==> config.mk <==
export PLATFORM = sky130hd
export DESIGN_NAME = hidden_cpu_feeder
export DESIGN_NICKNAME = d
export VERILOG_FILES = /design/src/rtl/hidden_cpu_feeder_pkg.sv /design/src/rtl/hidden_cpu_feeder_prog_buf.sv /design/src/rtl/hidden_cpu_feeder.sv
export SDC_FILE = /design/constraint.sdc
export NUM_CORES = 1
export LEC_CHECK = 0
export ABC_AREA = 0
export CORE_MARGIN = 3
export CORE_UTILIZATION = 55
export CTS_CLUSTER_DIAMETER = 200
export DETAILED_ROUTE_END_ITERATION = 6
export DONT_BUFFER_PORTS = 1
export PLACE_DENSITY = 0.72
export SETUP_SLACK_MARGIN = 0.4
export SLEW_MARGIN = 20
export SYNTH_ARGS = -nofsm -noshare
export SYNTH_HDL_FRONTEND = slang
export SYNTH_SLANG_ARGS = --single-unit
==> constraint.sdc <==
create_clock -name clk -period 2.3 [get_ports clk]
set_clock_uncertainty 0.1 [all_clocks]
set_input_delay 0.46 -clock clk [delete_from_list [all_inputs] [get_ports clk]]
set_output_delay 0.46 -clock clk [all_outputs]
set_load 0.03 [all_outputs]
==> src/rtl/hidden_cpu_feeder_pkg.sv <==
// -----------------------------------------------------------------------------
// hidden_cpu_feeder_pkg
//   Shared definitions for the tile-CPU feeder.
//   - feeder_state_e : controller states
//   - CPU_*_BIT      : bit positions on the CPU io_in pin bus
//   - cpu_pins()     : packs clock, reset and instruction into a pin word
// -----------------------------------------------------------------------------
package hidden_cpu_feeder_pkg;

   localparam int INSTR_W       = 6;
   localparam int PIN_W         = 8;

   localparam int CPU_CLK_BIT   = 0;
   localparam int CPU_RST_BIT   = 1;
   localparam int CPU_INSTR_LSB = 2;

   typedef enum logic [2:0] {
      ST_IDLE,
      ST_CPURST,
      ST_RUN_SETUP,
      ST_RUN_HIGH,
      ST_RUN_CAPT,
      ST_DONE
   } feeder_state_e;

   function automatic logic [PIN_W-1:0] cpu_pins(input logic               clk_bit,
                                                  input logic               rst_bit,
                                                  input logic [INSTR_W-1:0] instr);
      logic [PIN_W-1:0] pins;
      pins                                = '0;
      pins[CPU_CLK_BIT]                   = clk_bit;
      pins[CPU_RST_BIT]                   = rst_bit;
      pins[CPU_INSTR_LSB +: INSTR_W]      = instr;
      return pins;
   endfunction

endpackage

==> src/rtl/hidden_cpu_feeder_prog_buf.sv <==
// -----------------------------------------------------------------------------
// feeder_prog_buf
//   DEPTH x 6-bit program store: one synchronous write port, one asynchronous
//   read port.
//   Ports:
//     clk      in  block clock
//     we_i     in  write enable
//     waddr_i  in  write address
//     wdata_i  in  write data (instruction)
//     raddr_i  in  read address
//     rdata_o  out read data, combinational from raddr_i
// -----------------------------------------------------------------------------
module feeder_prog_buf
   import hidden_cpu_feeder_pkg::*;
#(
   parameter int DEPTH  = 16,
   parameter int ADDR_W = $clog2(DEPTH)
) (
   input  logic               clk,
   input  logic               we_i,
   input  logic [ADDR_W-1:0]  waddr_i,
   input  logic [INSTR_W-1:0] wdata_i,
   input  logic [ADDR_W-1:0]  raddr_i,
   output logic [INSTR_W-1:0] rdata_o
);

   logic [INSTR_W-1:0] mem_q [DEPTH];

   // NOTE: storage is deliberately not reset; prog_len alone decides which
   // entries are meaningful, so a reset would only cost a reset tree.
   always_ff @(posedge clk) begin
      if (we_i) begin
         mem_q[waddr_i] <= wdata_i;
      end
   end

   assign rdata_o = mem_q[raddr_i];

endmodule

==> src/rtl/hidden_cpu_feeder.sv <==
// -----------------------------------------------------------------------------
// hidden_cpu_feeder
//   Buffers a short program of 6-bit instructions, then steps an external
//   8-bit tile CPU through it by driving its io_in pins (bit0 clock, bit1
//   reset, bits[7:2] instruction), one instruction per generated CPU clock.
//   The CPU's io_out is sampled after each instruction and returned over a
//   valid/ready result port.
//   Ports:
//     clk, rst                 block clock, async active-high reset
//     clear                    empty the program buffer (idle only)
//     load_valid/ready/data    program load stream
//     start                    run the buffered program
//     busy, done               run in progress / end-of-run pulse
//     prog_len                 number of buffered instructions
//     res_valid/ready/data/index  per-instruction CPU output sample
//     cpu_io_in                pins driven into the CPU (all registered)
//     cpu_io_out               pins sampled from the CPU
// -----------------------------------------------------------------------------
module hidden_cpu_feeder
   import hidden_cpu_feeder_pkg::*;
#(
   parameter int DEPTH      = 16,
   parameter int ADDR_W     = $clog2(DEPTH),
   parameter int RST_PULSES = 2
) (
   input  logic               clk,
   input  logic               rst,
   input  logic               clear,
   input  logic               load_valid,
   input  logic [INSTR_W-1:0] load_data,
   output logic               load_ready,
   input  logic               start,
   output logic               busy,
   output logic               done,
   output logic [ADDR_W:0]    prog_len,
   output logic               res_valid,
   output logic [PIN_W-1:0]   res_data,
   output logic [ADDR_W-1:0]  res_index,
   input  logic               res_ready,
   output logic [PIN_W-1:0]   cpu_io_in,
   input  logic [PIN_W-1:0]   cpu_io_out
);

   // One counter step per CPU-reset half period (low, high, low, high, ...).
   localparam int                    RST_CNT_W = (2 * RST_PULSES > 1) ? $clog2(2 * RST_PULSES) : 1;
   localparam logic [RST_CNT_W-1:0]  RST_LAST  = RST_CNT_W'(2 * RST_PULSES - 1);
   localparam logic [ADDR_W:0]       FULL_LEN  = (ADDR_W + 1)'(DEPTH);

   localparam logic [PIN_W-1:0]      PINS_IN_RESET = 8'b0000_0010;
   localparam logic [PIN_W-1:0]      PINS_IDLE     = 8'b0000_0000;

   feeder_state_e        state_q,     state_d;
   logic [ADDR_W:0]      prog_len_q,  prog_len_d;
   logic [ADDR_W-1:0]    idx_q,       idx_d;
   logic [RST_CNT_W-1:0] rst_cnt_q,   rst_cnt_d;
   logic                 busy_q,      busy_d;
   logic                 done_q,      done_d;
   logic                 res_valid_q, res_valid_d;
   logic [PIN_W-1:0]     res_data_q,  res_data_d;
   logic [ADDR_W-1:0]    res_index_q, res_index_d;
   logic [PIN_W-1:0]     cpu_io_q,    cpu_io_d;
   logic                 load_ready_q, load_ready_d;

   logic                 buf_we;
   logic [ADDR_W-1:0]    buf_raddr;
   logic [INSTR_W-1:0]   buf_rdata;
   logic                 load_beat;
   logic                 last_instr;

   feeder_prog_buf #(
      .DEPTH  (DEPTH),
      .ADDR_W (ADDR_W)
   ) u_prog_buf (
      .clk     (clk),
      .we_i    (buf_we),
      .waddr_i (prog_len_q[ADDR_W-1:0]),
      .wdata_i (load_data),
      .raddr_i (buf_raddr),
      .rdata_o (buf_rdata)
   );

   // The buffer is read one step ahead: entry 0 while leaving CPU reset, the
   // following entry while waiting for the result handshake. This keeps the
   // pin register loadable straight from the RAM without a combinational loop.
   assign buf_raddr  = (state_q == ST_RUN_CAPT) ? idx_q + 1'b1 : '0;

   assign load_beat  = load_valid && load_ready_q;
   assign last_instr = (({1'b0, idx_q} + 1'b1) == prog_len_q);

   // ------------------------------------------------------------------------
   // Next-state and next-output logic
   // ------------------------------------------------------------------------
   // NOTE: every signal written here gets a default first, so no path through
   // the case statement can leave a value unassigned and infer a latch.
   always_comb begin
      state_d     = state_q;
      prog_len_d  = prog_len_q;
      idx_d       = idx_q;
      rst_cnt_d   = rst_cnt_q;
      busy_d      = busy_q;
      done_d      = 1'b0;
      res_valid_d = res_valid_q;
      res_data_d  = res_data_q;
      res_index_d = res_index_q;
      cpu_io_d    = cpu_io_q;
      buf_we      = 1'b0;

      unique case (state_q)
         ST_IDLE: begin
            if (clear) begin
               prog_len_d = '0;
            end else if (load_beat) begin
               buf_we     = 1'b1;
               prog_len_d = prog_len_q + 1'b1;
            end else if (start) begin
               busy_d = 1'b1;
               if (prog_len_q == '0) begin
                  state_d  = ST_DONE;
                  done_d   = 1'b1;
                  cpu_io_d = PINS_IDLE;
               end else begin
                  state_d   = ST_CPURST;
                  rst_cnt_d = '0;
                  cpu_io_d  = cpu_pins(1'b0, 1'b1, '0);
               end
            end
         end

         ST_CPURST: begin
            if (rst_cnt_q == RST_LAST) begin
               state_d  = ST_RUN_SETUP;
               idx_d    = '0;
               cpu_io_d = cpu_pins(1'b0, 1'b0, buf_rdata);
            end else begin
               // Even count = clock low, odd count = clock high.
               rst_cnt_d = rst_cnt_q + 1'b1;
               cpu_io_d  = cpu_pins(~rst_cnt_q[0], 1'b1, '0);
            end
         end

         ST_RUN_SETUP: begin
            state_d               = ST_RUN_HIGH;
            cpu_io_d[CPU_CLK_BIT] = 1'b1;
         end

         ST_RUN_HIGH: begin
            // The CPU committed on the rising edge that opened this cycle, so
            // its io_out is settled by the end of it.
            state_d               = ST_RUN_CAPT;
            cpu_io_d[CPU_CLK_BIT] = 1'b0;
            res_data_d            = cpu_io_out;
            res_index_d           = idx_q;
            res_valid_d           = 1'b1;
         end

         ST_RUN_CAPT: begin
            if (res_valid_q && res_ready) begin
               res_valid_d = 1'b0;
               if (last_instr) begin
                  state_d  = ST_DONE;
                  done_d   = 1'b1;
                  cpu_io_d = PINS_IDLE;
               end else begin
                  state_d  = ST_RUN_SETUP;
                  idx_d    = idx_q + 1'b1;
                  cpu_io_d = cpu_pins(1'b0, 1'b0, buf_rdata);
               end
            end
         end

         ST_DONE: begin
            state_d = ST_IDLE;
            busy_d  = 1'b0;
         end

         default: begin
            state_d  = ST_IDLE;
            busy_d   = 1'b0;
            cpu_io_d = PINS_IN_RESET;
         end
      endcase

      load_ready_d = (state_d == ST_IDLE) && (prog_len_d < FULL_LEN);
   end

   // ------------------------------------------------------------------------
   // State and output registers
   // ------------------------------------------------------------------------
   // NOTE: non-blocking assignments make every register sample the values of
   // the previous cycle, independent of statement order in this block.
   always_ff @(posedge clk or posedge rst) begin
      if (rst) begin
         state_q      <= ST_IDLE;
         prog_len_q   <= '0;
         idx_q        <= '0;
         rst_cnt_q    <= '0;
         busy_q       <= 1'b0;
         done_q       <= 1'b0;
         res_valid_q  <= 1'b0;
         res_data_q   <= '0;
         res_index_q  <= '0;
         cpu_io_q     <= PINS_IN_RESET;
         load_ready_q <= 1'b1;
      end else begin
         state_q      <= state_d;
         prog_len_q   <= prog_len_d;
         idx_q        <= idx_d;
         rst_cnt_q    <= rst_cnt_d;
         busy_q       <= busy_d;
         done_q       <= done_d;
         res_valid_q  <= res_valid_d;
         res_data_q   <= res_data_d;
         res_index_q  <= res_index_d;
         cpu_io_q     <= cpu_io_d;
         load_ready_q <= load_ready_d;
      end
   end

   assign load_ready = load_ready_q;
   assign busy       = busy_q;
   assign done       = done_q;
   assign prog_len   = prog_len_q;
   assign res_valid  = res_valid_q;
   assign res_data   = res_data_q;
   assign res_index  = res_index_q;
   assign cpu_io_in  = cpu_io_q;

endmodule
# ---- Yosys cells after proc, flatten, opt, wreduce, memory -nomap -nowiden
# Memory sizes are Yosys's and may differ from the RTL's.
# Index checks and enable logic that the tools add are counted.
dict set report op_classes {
  bitwise_logic 4
  n_mux 49
  n_eq_ne 15
  add_sub_neg 4
  reduce_logical 17
  order_cmp 1
}
# cell n
set op_table {}
lappend op_table {{8-bit two-way mux} 6}
lappend op_table {{7-bit one-hot mux with 4 select lines} 1}
lappend op_table {{3-bit two-way mux} 7}
lappend op_table {{4-bit two-way mux} 4}
lappend op_table {{1-bit two-way mux} 15}
lappend op_table {{5-bit two-way mux} 3}
lappend op_table {{3-bit one-hot mux with 5 select lines} 1}
lappend op_table {{2-bit inequality test (second input constant)} 7}
lappend op_table {{2-bit two-way mux} 6}
lappend op_table {{5-bit AND reduction} 2}
lappend op_table {{4-bit one-hot mux with 2 select lines} 1}
lappend op_table {{4-bit AND reduction} 2}
lappend op_table {{3-bit by 2-bit == test with 1-bit output (second input constant)} 2}
lappend op_table {{3-bit == test (second input constant)} 2}
lappend op_table {{3-bit zero test} 2}
lappend op_table {{1-bit one-hot mux with 2 select lines} 3}
lappend op_table {{6-bit AND reduction} 1}
lappend op_table {{2-bit nonzero test} 3}
lappend op_table {{4-bit by 1-bit adder with 5-bit output (second input constant)} 1}
lappend op_table {{5-bit by 1-bit adder with 5-bit output (second input constant)} 1}
lappend op_table {{5-bit == test} 1}
lappend op_table {{5-bit zero test} 1}
lappend op_table {{5-bit less-than comparator (second input constant)} 1}
lappend op_table {{1-bit one-hot mux with 5 select lines} 1}
lappend op_table {{other kinds (11)} 16}
dict set report word_totals {
  output_inout_bits 29
  inputBits 20
  mem_count 1
  regBits 38
  wordCells 103
  ram_bits 96
}
# name depth word_bits read_ports rd_ports_with_merged_regs wr line
set mem_list {}
lappend mem_list {u_prog_buf.mem_q 16 6 1 0 1 hidden_cpu_feeder_prog_buf.sv:27} ;# logic [INSTR_W-1:0] mem_q [DEPTH];

# ---- Longest topological paths before layout
# Gate-level depths: netlist of run 1.
dict set report depth {
  word_depth 8
  ltp_mapped 8
  ltp_nobuf 6
}

# ---- Hierarchy
# A second synthesis of run 1 with hierarchy kept.
dict set report unflattened {
  cells_unflattened 357
  area_unflattened_um2 5723.0
}
# module area_each_um2 cells_per_inst n_inst
set modules_own_cells {}
lappend modules_own_cells {feeder_prog_buf 3774.9 172 1}
lappend modules_own_cells {hidden_cpu_feeder 1948.1 185 1}

# ---- Least setup slack after synthesis of run 1
# Ideal clock, no wire load.
dict set report synth_path {
  path_kind {flip-flop to flip-flop}
  from {register state_q[0]}
  to {memory u_prog_buf.mem_q[1][0], enable pin}
  path_stages_with_launch 7
  path_buffers 2
  slack_ns -0.079
  t_required_ns 1.823
  arrival_time_ns 1.902
  path_cell_list {dfrtp_1 -> buf_6 -> or3_1 -> buf_2 -> nor3b_2 -> nand2_1 -> nor3_1}
}
dict set report synth_between {
  elab_chain_len 4
}
# element line
set synth_lines {}
lappend synth_lines {{start: declaration} hidden_cpu_feeder.sv:52} ;# feeder_state_e state_q, state_d;
lappend synth_lines {{start signal: assignment} hidden_cpu_feeder.sv:205} ;# state_q <= state_d;
lappend synth_lines {{3-bit zero test} hidden_cpu_feeder.sv:108} ;# unique case (state_q)
lappend synth_lines {{1-bit two-way mux} hidden_cpu_feeder.sv:108}
lappend synth_lines {{1-bit two-way mux} hidden_cpu_feeder_prog_buf.sv:32} ;# if (we_i) begin
lappend synth_lines {{1-bit two-way mux (not written as such)} hidden_cpu_feeder_prog_buf.sv:33} ;# mem_q[waddr_i] <= wdata_i;
lappend synth_lines {{end: declaration} hidden_cpu_feeder_prog_buf.sv:27}
# Every way passes these cells.

# ---- Final worst setup path of run 1
dict set report layout_path {
  from {register idx_q[0]}
  to {register idx_q[3]}
}
dict set report layout_between {
  elab_chain_len 4
}
# element line
set layout_lines {}
lappend layout_lines {{start: declaration} hidden_cpu_feeder.sv:54} ;# logic [ADDR_W-1:0] idx_q, idx_d;
lappend layout_lines {{start signal: assignment} hidden_cpu_feeder.sv:207} ;# idx_q <= idx_d;
lappend layout_lines {{4-bit by 1-bit adder with 5-bit output / 4-bit by 1-bit adder with 4-bit output (equally long branches)} {hidden_cpu_feeder.sv:88, hidden_cpu_feeder.sv:165}}
lappend layout_lines {{5-bit == test / 4-bit two-way mux (equally long branches)} {hidden_cpu_feeder.sv:88, hidden_cpu_feeder.sv:159}}
lappend layout_lines {{2-bit inequality test (no source line) / 4-bit two-way mux (equally long branches)} n/a}
lappend layout_lines {{4-bit AND reduction (no source line) / 4-bit one-hot mux with 2 select lines (equally long branches)} n/a}
# Parallel ways exist; a longest one is shown, timed or not. The select of a mux whose other input is x is not followed.
# A chain may end at the register's enable or synchronous reset.

==> flow_metrics.env, run 1 <==
export IMPL_status="completed"
export IMPL_row_count=37
export IMPL_die_area_mm2=0.01211
export IMPL_pwr_share_seq_pct=34.3
export IMPL_grt_pass1_wl_mm=22.18
export IMPL_critPathLaunchType="flip-flop"
export IMPL_ys_seq_area_share_pct=64.45
export IMPL_worstMarginPinSlew_ps=649.2
export IMPL_cts_tree="built"
export IMPL_numCtsBuffers=17
export IMPL_p_sw_mw=3.579
export IMPL_diodes=0
export IMPL_synthCells=423
export IMPL_cts_buffer_depth=2
export IMPL_worstPathCellList="ha_4, xor2_2, nor3_4, nand4_4, a21oi_4, buf_12, mux2_4"
export IMPL_synth_edf_count=96
export IMPL_crit_fanout=5
export IMPL_p_clk_share_pct=27.4
export IMPL_finalMaxSlewViolations=0
export IMPL_grt_overflow_total=0
export IMPL_syn2layout_area_growth_pct=31.34
export IMPL_clkLatencyLatePin_ps=520
export IMPL_drc=0
export IMPL_num_vias=3965
export IMPL_relSlewSlack_pct=56.58
export IMPL_cts_htree_levels=4
export IMPL_first_global_vias=4073
export IMPL_hold_viol=0
export IMPL_ys_ff_latch=134
export IMPL_wl_per_cell_um=22.50
export IMPL_gp_congestion=0.8056
export IMPL_async_reset_ff_share_pct=28.36
export IMPL_fin_crit_sh_pct=93.58
export IMPL_final_nets=523
export IMPL_hold_ws_ps=35.88
export IMPL_synth_nets=449
export IMPL_antenna_found_initial=0
export IMPL_setup_tns_ps=0
export IMPL_avgSynthCellArea_um2=14.07
export IMPL_ant_nets=0
export IMPL_grt_use_total_pct=25.10
export IMPL_start_util_pct=57.14
export IMPL_clkTransAtPathRegs_ps=60
export IMPL_dp_hpwl_mm=9.031
export IMPL_internal_power_mw=6.434
export IMPL_crit_required_ps=2610
export IMPL_ys_flop_type="edfxtp_1"
export IMPL_crit_type="flip-flop to flip-flop"
export IMPL_synth_warnings=0
export IMPL_ios=49
export IMPL_syn_area_mm2=0.005952
export IMPL_ys_types=61
export IMPL_switching_share_pct=35.74
export IMPL_cap_viol_max_count=0
export IMPL_powerDensity_mw_per_mm2=1281
export IMPL_drive_above_1_share_pct=36.35
export IMPL_setup_violations=0
export IMPL_core_area_mm2=0.01042
export IMPL_die_width_um=110.0
export IMPL_finalPower_mw=10.01
export IMPL_min_path_type="input pin to flip-flop"
export IMPL_port_buffers=0
export IMPL_max_stage_delay_ps=430
export IMPL_grt_max_degree=28
export IMPL_fmax_mhz=464.6
export IMPL_rsz0062_at_grt="yes"
export IMPL_critical_path_arrival_ps=2460
export IMPL_drtIter0Drc=402
export IMPL_leakage_nw=2.770
export IMPL_ir_drop_v=0.0007510
export IMPL_cts_sinks=134
export IMPL_chipHeight_um=110.0
export IMPL_end_kind="flip-flop"
export IMPL_drt_wl_total_mm=14.51
export IMPL_clockRootBuffer="clkbuf_8"
export IMPL_via_per_inst=6.147
export IMPL_firstDrtPassIters=5
export IMPL_combPwrFrac_pct=38.3
export IMPL_cp_slowest_cell="dfrtp_1"
export IMPL_min_period_ps=2152
==> worst max-delay path: cells and delay by family, from the launching register on <==
kind | cells | cell delay, ps
and+or+nand+nor | 2 | 430
adders and majority gates | 1 | 360
DFF | 1 | 430
xor gates and xnor gates | 1 | 90
buffers and inverters | 1 | 130
muxes | 1 | 290
AOI/OAI and AO/OA | 1 | 210
==> synthesized netlist by cell type (4+ instances only) <==
master / instances / share of area, %
inv_1: 7 / 0.44
mux4_2: 4 / 1.5
edfxtp_1: 96 / 48
nor3_1: 10 / 0.84
o211ai_1: 5 / 0.63
nand3_1: 15 / 1.3
o22ai_1: 4 / 0.42
dfrtp_1: 36 / 15
a31oi_1: 4 / 0.42
buf_2: 8 / 0.67
a22o_1: 8 / 1.2
ha_1: 6 / 1.3
o21ai_0: 14 / 1.2
a21oi_1: 14 / 1.2
clkbuf_1: 9 / 0.57
xor2_1: 4 / 0.59
a221o_1: 6 / 1.0
nor2b_1: 4 / 0.42
mux2_2: 23 / 4.4
nor2_1: 20 / 1.3
nor3b_1: 6 / 0.76
nand2_1: 32 / 2.0
nand2b_1: 6 / 0.63
mux2i_1: 19 / 3.2
==> state kept, by name (all words and copies together), names as in the netlist, 2 cells and up <==
register and count:
u_prog_buf.mem_q 96, rst_cnt_q 2, cpu_io_in 8, idx_q 4, res_index 4, state_q 3
res_data 8, prog_len 5
==> stage by stage <==
stage	utilization [%]	instance area [um2]	instances	worst slack, ps
3_5_place_dp	61.92	6450	567	93.79
5_1_grt	75.05	7818	645	49.45
2_1_floorplan	-	6137	423	144.2
3_3_place_gp	61.92	6450	567	108.2
4_1_cts	73.44	7650	639	170.0
6_report	75.05	7818	645	147.6
==> final timing paths <==
kind                       slack [ps]         start  cells past startpoint            to
setup / recovery                  150      idx_q[0]                      7      idx_q[3]
hold / removal                     40         start                      2          done
setup reg to reg                  150      idx_q[0]                      7      idx_q[3]
hold reg to reg                   450  rst_cnt_q[1]                      2  rst_cnt_q[1]
max in group asynchronous        1120           rst                      3    load_ready
min in group asynchronous         360           rst                      2  rst_cnt_q[1]
==> power by group through the flow <==
stage               logic, mW  registers, mW  clock network (mW)
finish                   3.83           3.43                2.75
global route             4.10           3.47                2.89
floorplan                2.24           3.45                   0
global placement         2.90           3.44                   0
CTS                      3.58           3.42                2.77
detailed placement       2.97           3.45                   0
==> placed cells by master, fill, tap and decap left out, types with 6 or more instances in the layout <==
| cell type | n |
|---|---|
| nand2_1 | 27 |
| nand3_1 | 14 |
| buf_4 | 41 |
| buf_6 | 7 |
| mux2i_1 | 19 |
| o21ai_0 | 11 |
| dfrtp_1 | 32 |
| a21oi_1 | 12 |
| mux2_2 | 21 |
| dlygate4sd3_1 | 17 |
| clkbuf_16 | 16 |
| a22o_1 | 8 |
| edfxtp_1 | 96 |
| buf_12 | 12 |
| nor2_1 | 6 |
| nor2_4 | 10 |
| a221o_1 | 6 |
| nand2b_1 | 6 |
==> per-layer routing <==
| metal | vias up | global-route usage (%) | part of all wire (%) |
|---|---|---|---|
| met2 | 186 | 40.25 | 50 |
| met1 | 1972 | 31.05 | 41 |
| met4 | 0 | 11.40 | 2.3 |
| li1 | 1780 | - | - |
| met3 | 27 | 8.212 | 7.6 |
| met5 | - | 0 | 0 |
==> cell type report <==
type                       count  area, um2
clock buffer                  18      417.9
clock inverter                13      178.9
fill                         601       2599
inverter                       7      28.78
multi-input combinational    257       2298
sequential                   134       3844
tap                          136      170.2
timing repair buffer          80      879.6
==> kinds of logic after synthesis <==
kind of cell | Yosys count | share of synthesized area, %
mux | 49 | 10.01
compound gates | 81 | 9.776
fa+ha+maj | 6 | 1.261
xor+xnor | 8 | 1.429
simple gates | 113 | 10.30
flops | 134 | 64.45
buf+inv | 32 | 2.775
==> timing repair <==
item,4_1_cts,5_1_grt
gates cloned,3,0
pin swaps,23,10
hold buffers,17,0
hold endpoints to repair,119,0
setup endpoints to repair,110,115
buffers inserted,21,6
gates resized for setup,28,24
Note: power is estimated with default switching activity, not from simulation.
==> inputs of run 2 (changes only) <==
Settings changed: CORE_ASPECT_RATIO from default to 0.8, PLACE_DENSITY 0.72 to 0.73.
==> run 2 against run 1 <==
Compared with the run above:
- clock power shrank 17%
- sequential power is essentially flat
- die area is essentially flat
- register-to-register slack is essentially flat
- cell count grew 0.16%
==> flow_metrics.env, run 2 (synthesis results as in run 1) <==
export IMPL_final_common_cell="edfxtp_1"
export IMPL_cts_tree="built"
export IMPL_syn2layout_area_growth_pct=28.82
export IMPL_regMostFlops="u_prog_buf.mem_q"
export IMPL_via_per_inst=6.240
export IMPL_gp_congestion=0.8558
export IMPL_setup_tns_ps=0
export IMPL_antenna_found_initial=0
export IMPL_crit_fanout=5
export IMPL_cts_buffer_depth=2
export IMPL_dr_max_layer_used="met4"
export IMPL_cts_sinks=134
export IMPL_clkTransAtPathRegs_ps=60
export IMPL_pwr_share_seq_pct=34.4
export IMPL_hold_ws_ps=39.42
export IMPL_crit_type="flip-flop to flip-flop"
export IMPL_met3_length_mm=1.473
export IMPL_ios=49
export IMPL_end_kind="flip-flop"
export IMPL_relSlewSlack_pct=66.38
export IMPL_clkLatencyLatePin_ps=420
export IMPL_dp_hpwl_mm=9.159
export IMPL_die_area_mm2=0.01211
export IMPL_start_util_pct=57.20
export IMPL_num_vias=4031
export IMPL_rsz0062_at_grt="yes"
export IMPL_ant_nets=0
export IMPL_drt_wl_total_mm=15.05
export IMPL_combPwrFrac_pct=42.5
export IMPL_max_stage_delay_ps=450
export IMPL_worstPathCellList="ha_4, xor2_4, nor3_4, nand4_4, a21oi_4, mux2_4"
export IMPL_port_buffers=0
export IMPL_wl_per_cell_um=23.30
export IMPL_min_period_ps=2152
export IMPL_grt_overflow_total=0
export IMPL_switching_share_pct=36.74
export IMPL_drtIter0Drc=533
export IMPL_met2_wirelength_mm=7.046
export IMPL_cts_htree_levels=4
export IMPL_critical_path_arrival_ps=2340
export IMPL_cp_slowest_cell="dfrtp_2"
export IMPL_numCtsBuffers=17
export IMPL_clockRootBuffer="clkbuf_16"
export IMPL_setup_violations=0
export IMPL_firstDrtPassIters=5
export IMPL_mostFrequentLayoutCells="96 x edfxtp_1, 45 x buf_4, 31 x dfrtp_1"
export IMPL_drive_above_1_share_pct=37.35
export IMPL_cap_viol_max_count=0
export IMPL_powerDensity_mw_per_mm2=1290
export IMPL_critPathLaunchType="flip-flop"
export IMPL_fin_crit_sh_pct=93.55
export IMPL_hold_viol=0
export IMPL_diodes=0
export IMPL_core_area_mm2=0.01041
export IMPL_first_global_vias=3852
export IMPL_worstMarginPinSlew_ps=504.3
export IMPL_fmax_mhz=464.8
export IMPL_drc=0
export IMPL_fin_util_pct=73.69
export IMPL_leakage_nw=2.707
export IMPL_status="completed"
export IMPL_largest_reg_flops=96
export IMPL_grt_pass1_wl_mm=22.40
export IMPL_min_path_type="input pin to flip-flop"
export IMPL_row_count=33
export IMPL_die_width_um=122.3
export IMPL_grt_use_total_pct=25.38
export IMPL_finalMaxSlewViolations=0
export IMPL_internal_power_mw=6.256
export IMPL_final_nets=520
export IMPL_crit_required_ps=2490
export IMPL_ir_drop_v=0.0007193
export IMPL_chipHeight_um=99.05
export IMPL_p_sw_mw=3.633
export IMPL_p_clk_share_pct=23.1
export IMPL_grt_max_degree=39
export IMPL_fillers=618
export IMPL_wl_met1_mm=6.146
[run 2: cell types whose count changed in the layout (fill, tap and decap cells not counted), moves of 3 or more]
cell | previous run | this run
dlygate4sd3_1 | 17 | 1
buf_6 | 7 | 19
buf_12 | 12 | 6
buf_4 | 41 | 45
bufinv_16 | 4 | 0
nor2_2 | 4 | 0
buf_8 | 0 | 3
nand2_2 | 4 | 1
[run 2: path summary, 6_finish.rpt]
kind	start	end	slack, ps	depth (start not counted)
worst min-delay path	load_data[5]	u_prog_buf.mem_q[4][5]	40	0
worst min register to register	rst_cnt_q[1]	rst_cnt_q[1]	450	2
max in group asynchronous	rst	cpu_io_in[1]	1200	3
worst max-delay path	idx_q[0]	idx_q[3]	150	6
worst max register to register	idx_q[0]	idx_q[3]	150	6
min in group asynchronous	rst	idx_q[1]	530	3
[run 2: per-layer routing]
| layer | vias up | track usage, % |
|---|---|---|
| li1 | 1773 | - |
| met3 | 32 | 8.319 |
| met5 | - | 0 |
| met4 | 0 | 8.434 |
| met2 | 211 | 36.66 |
| met1 | 2015 | 36.70 |
[run 2: stage by stage]
stage / power [mW] / area (um2) / instances / setup WS [ps]
4_1_cts: 9.428 / 7520 / 638 / 154.2
3_3_place_gp: 6.397 / 6432 / 573 / 48.45
5_1_grt: 10.30 / 7667 / 646 / 78.28
2_1_floorplan: 5.689 / 6137 / 423 / 144.2
3_5_place_dp: 6.459 / 6432 / 573 / 8.081
6_report: 9.889 / 7667 / 646 / 148.3
[run 2: cell type report]
cell class / count / area, um2 / share of cell area (%)
flip-flops and latches: 134 / 3842 / 50.11
multi-input cells: 257 / 2312 / 30.16
repair buffers: 77 / 812.0 / 10.59
clock buffers: 20 / 436.7 / 5.695
well taps: 140 / 175.2 / 2.285
clock inverters: 11 / 62.56 / 0.8159
inverters: 7 / 26.28 / 0.3427
[run 2: timing repair]
action / 4_1_cts / 5_1_grt
resized for setup: 49 / 16
setup buffers: 30 / 7
endpoints found under the hold margin: 36 / 0
pin swaps: 31 / 22
setup endpoints to repair: 109 / 113
hold buffers: 1 / 0
gates cloned: 3 / 1
[run 2: power groups by stage]
stage | sequential [mW] | combinational, mW | clock, mW
after CTS | 3.39 | 3.72 | 2.31
final | 3.40 | 4.20 | 2.29
after detailed placement | 3.43 | 3.03 | 0
after floorplan | 3.45 | 2.24 | 0
after global routing | 3.43 | 4.46 | 2.41
after global placement | 3.42 | 2.97 | 0
[run 2: critical path: cells and delay by family (launching register included)]
family | cells | cell delay (ps)
adder cells (fa/ha/maj) | 1 | 290
flip-flops | 1 | 450
XOR/XNOR | 1 | 170
AO/OA/AOI/OAI | 1 | 280
multiplexers | 1 | 320
AND/OR/NAND/NOR | 2 | 420
==> inputs of run 3 (changes only) <==
Settings changed: CAP_MARGIN from default to 20, SETUP_SLACK_MARGIN 0.4 to 0.2, SKIP_CTS_REPAIR_TIMING from default to 1.
==> run 3 against run 2 <==
Compared with the run above:
- the flow now finishes with violations (hold timing)
- critical path depth rose by 3
- worst hold slack worse by 59 ps
- global-route usage decreased by 0.084 points
- first-iteration DRC count shrank 30%
- fmax decreased by 5.1%
- routed wire length rose by 2.4%
- clock power grew 28%
- clock-buffer cell count shrank 1
- sequential share of layout area rose by 0.45 points
==> flow_metrics.env, run 3 (synthesis results as in run 1) <==
export IMPL_status="finished with violations"
export IMPL_violations="hold timing"
export IMPL_syn2layout_area_growth_pct=27.54
export IMPL_mostFrequentLayoutCells="96 x edfxtp_1, 44 x buf_4, 34 x dfrtp_1"
export IMPL_core_area_mm2=0.01041
export IMPL_stdcell_count=640
export IMPL_clkLatencyLatePin_ps=420
export IMPL_via_per_inst=6.242
export IMPL_critPathLaunchType="flip-flop"
export IMPL_dp_cells=582
export IMPL_drive_above_1_share_pct=34.80
export IMPL_min_period_ps=2267
export IMPL_crit_reg2reg_launch="state_q[1]"
export IMPL_first_global_vias=3911
export IMPL_regMostFlops="u_prog_buf.mem_q"
export IMPL_critical_path_arrival_ps=2520
export IMPL_ant_nets=0
export IMPL_cap_viol_max_count=0
export IMPL_cts_htree_levels=4
export IMPL_die_area_mm2=0.01211
export IMPL_wl_per_cell_um=24.08
export IMPL_cts_buffer_depth=2
export IMPL_rrSetupSlack_ps=30
export IMPL_antenna_found_initial=0
export IMPL_cts_tree="built"
export IMPL_fin_crit_sh_pct=98.59
export IMPL_dp_hpwl_mm=9.662
export IMPL_gp_congestion=0.8345
export IMPL_r2r_cells=9
export IMPL_chipHeight_um=99.05
export IMPL_finalMaxSlewViolations=0
export IMPL_row_count=33
export IMPL_crit_required_ps=2550
export IMPL_drc=0
export IMPL_grt_use_total_pct=25.30
export IMPL_port_buffers=0
export IMPL_fin_util_pct=72.96
export IMPL_ios=49
export IMPL_crit_fanout=6
export IMPL_die_width_um=122.3
export IMPL_largest_reg_flops=96
export IMPL_final_common_cell="edfxtp_1"
export IMPL_clockRootBuffer="clkbuf_16"
export IMPL_hold_ws_ps=-19.24
export IMPL_drt_wl_total_mm=15.41
export IMPL_worstMarginPinSlew_ps=802.4
export IMPL_cts_sinks=134
export IMPL_leakage_nw=2.729
export IMPL_drtIter0Drc=372
export IMPL_finalPower_mw=9.977
export IMPL_crit_type="flip-flop to flip-flop"
export IMPL_pre_cts_ws_ps=43.08
export IMPL_setup_violations=0
export IMPL_hold_viol=14
export IMPL_fmax_mhz=441.0
export IMPL_grt_overflow_total=0
export IMPL_numCtsBuffers=17
export IMPL_num_vias=3995
export IMPL_rsz0062_at_grt="yes"
export IMPL_clkTransAtPathRegs_ps=60
export IMPL_grt_max_degree=31
export IMPL_final_nets=513
export IMPL_start_util_pct=57.20
export IMPL_min_path_type="input pin to asynchronous set/reset pin"
export IMPL_relSlewSlack_pct=46.45
export IMPL_diodes=0
export IMPL_powerDensity_mw_per_mm2=1314
export IMPL_setup_slack_ps=32.54
export IMPL_ir_drop_v=0.001040
export IMPL_grt_pass1_wl_mm=22.22
export IMPL_timing_rr_end="load_ready"
export IMPL_end_kind="flip-flop"
export IMPL_firstDrtPassIters=5
-- run 3: worst max-delay path: stages, from the launching register on --
cell and delay [ps]:
dfrtp_1 390, buf_6 140, buf_4 130, buf_4 130
buf_4 130, nor3_1 460, nand4_1 280, o211ai_1 220
nor4_1 80, buf_4 140
-- run 3: power by group --
group / switching (mW) / internal (mW) / total [mW] / leakage [nW]
sequential: 0.520 / 2.88 / 3.40 / 1.34
clock: 0.999 / 1.92 / 2.92 / 0.305
combinational: 1.99 / 1.67 / 3.66 / 1.08
total: 3.51 / 6.47 / 9.98 / 2.73
-- run 3: per-layer routing --
layer / vias to the layer above / global-route usage (%) / share of wire (%)
li1: 1760 / - / -
met1: 2030 / 35.80 / 41
met2: 185 / 38.09 / 48
met3: 20 / 8.147 / 9.5
met4: 0 / 7.057 / 1.6
met5: - / 0 / 0
-- run 3: through the flow --
step | cell area [um2] | hold WS, ps | setup TNS [ps]
after floorplan | 6053 | 402.0 | 0
after global placement | 6529 | 383.7 | 0
after detailed placement | 6529 | 420.8 | 0
after CTS | 7167 | -6.937 | 0
after global routing | 7591 | 16.19 | -67.63
final | 7591 | -19.24 | 0
-- run 3: how the worst max path moves through the flow --
| stage | from | endpoint | cells after the start |
|---|---|---|---|
| global placement | idx_q[0] | cpu_io_in[5] | 8 |
| floorplan | state_q[1] | u_prog_buf.mem_q[6][0] | 6 |
| finish | state_q[1] | load_ready | 9 |
| detailed placement | idx_q[0] | cpu_io_in[5] | 8 |
| CTS | idx_q[0] | cpu_io_in[5] | 8 |
| global route | state_q[1] | load_ready | 9 |
-- run 3: area by class of cell --
type / count / area, um2
flip-flops and latches: 134 / 3839
fillers: 638 / 2814
multi-input cells: 257 / 2168
repair buffers: 70 / 744.5
clock buffers: 19 / 432.9
clock inverters: 13 / 205.2
well taps: 140 / 175.2
inverters: 7 / 26.28
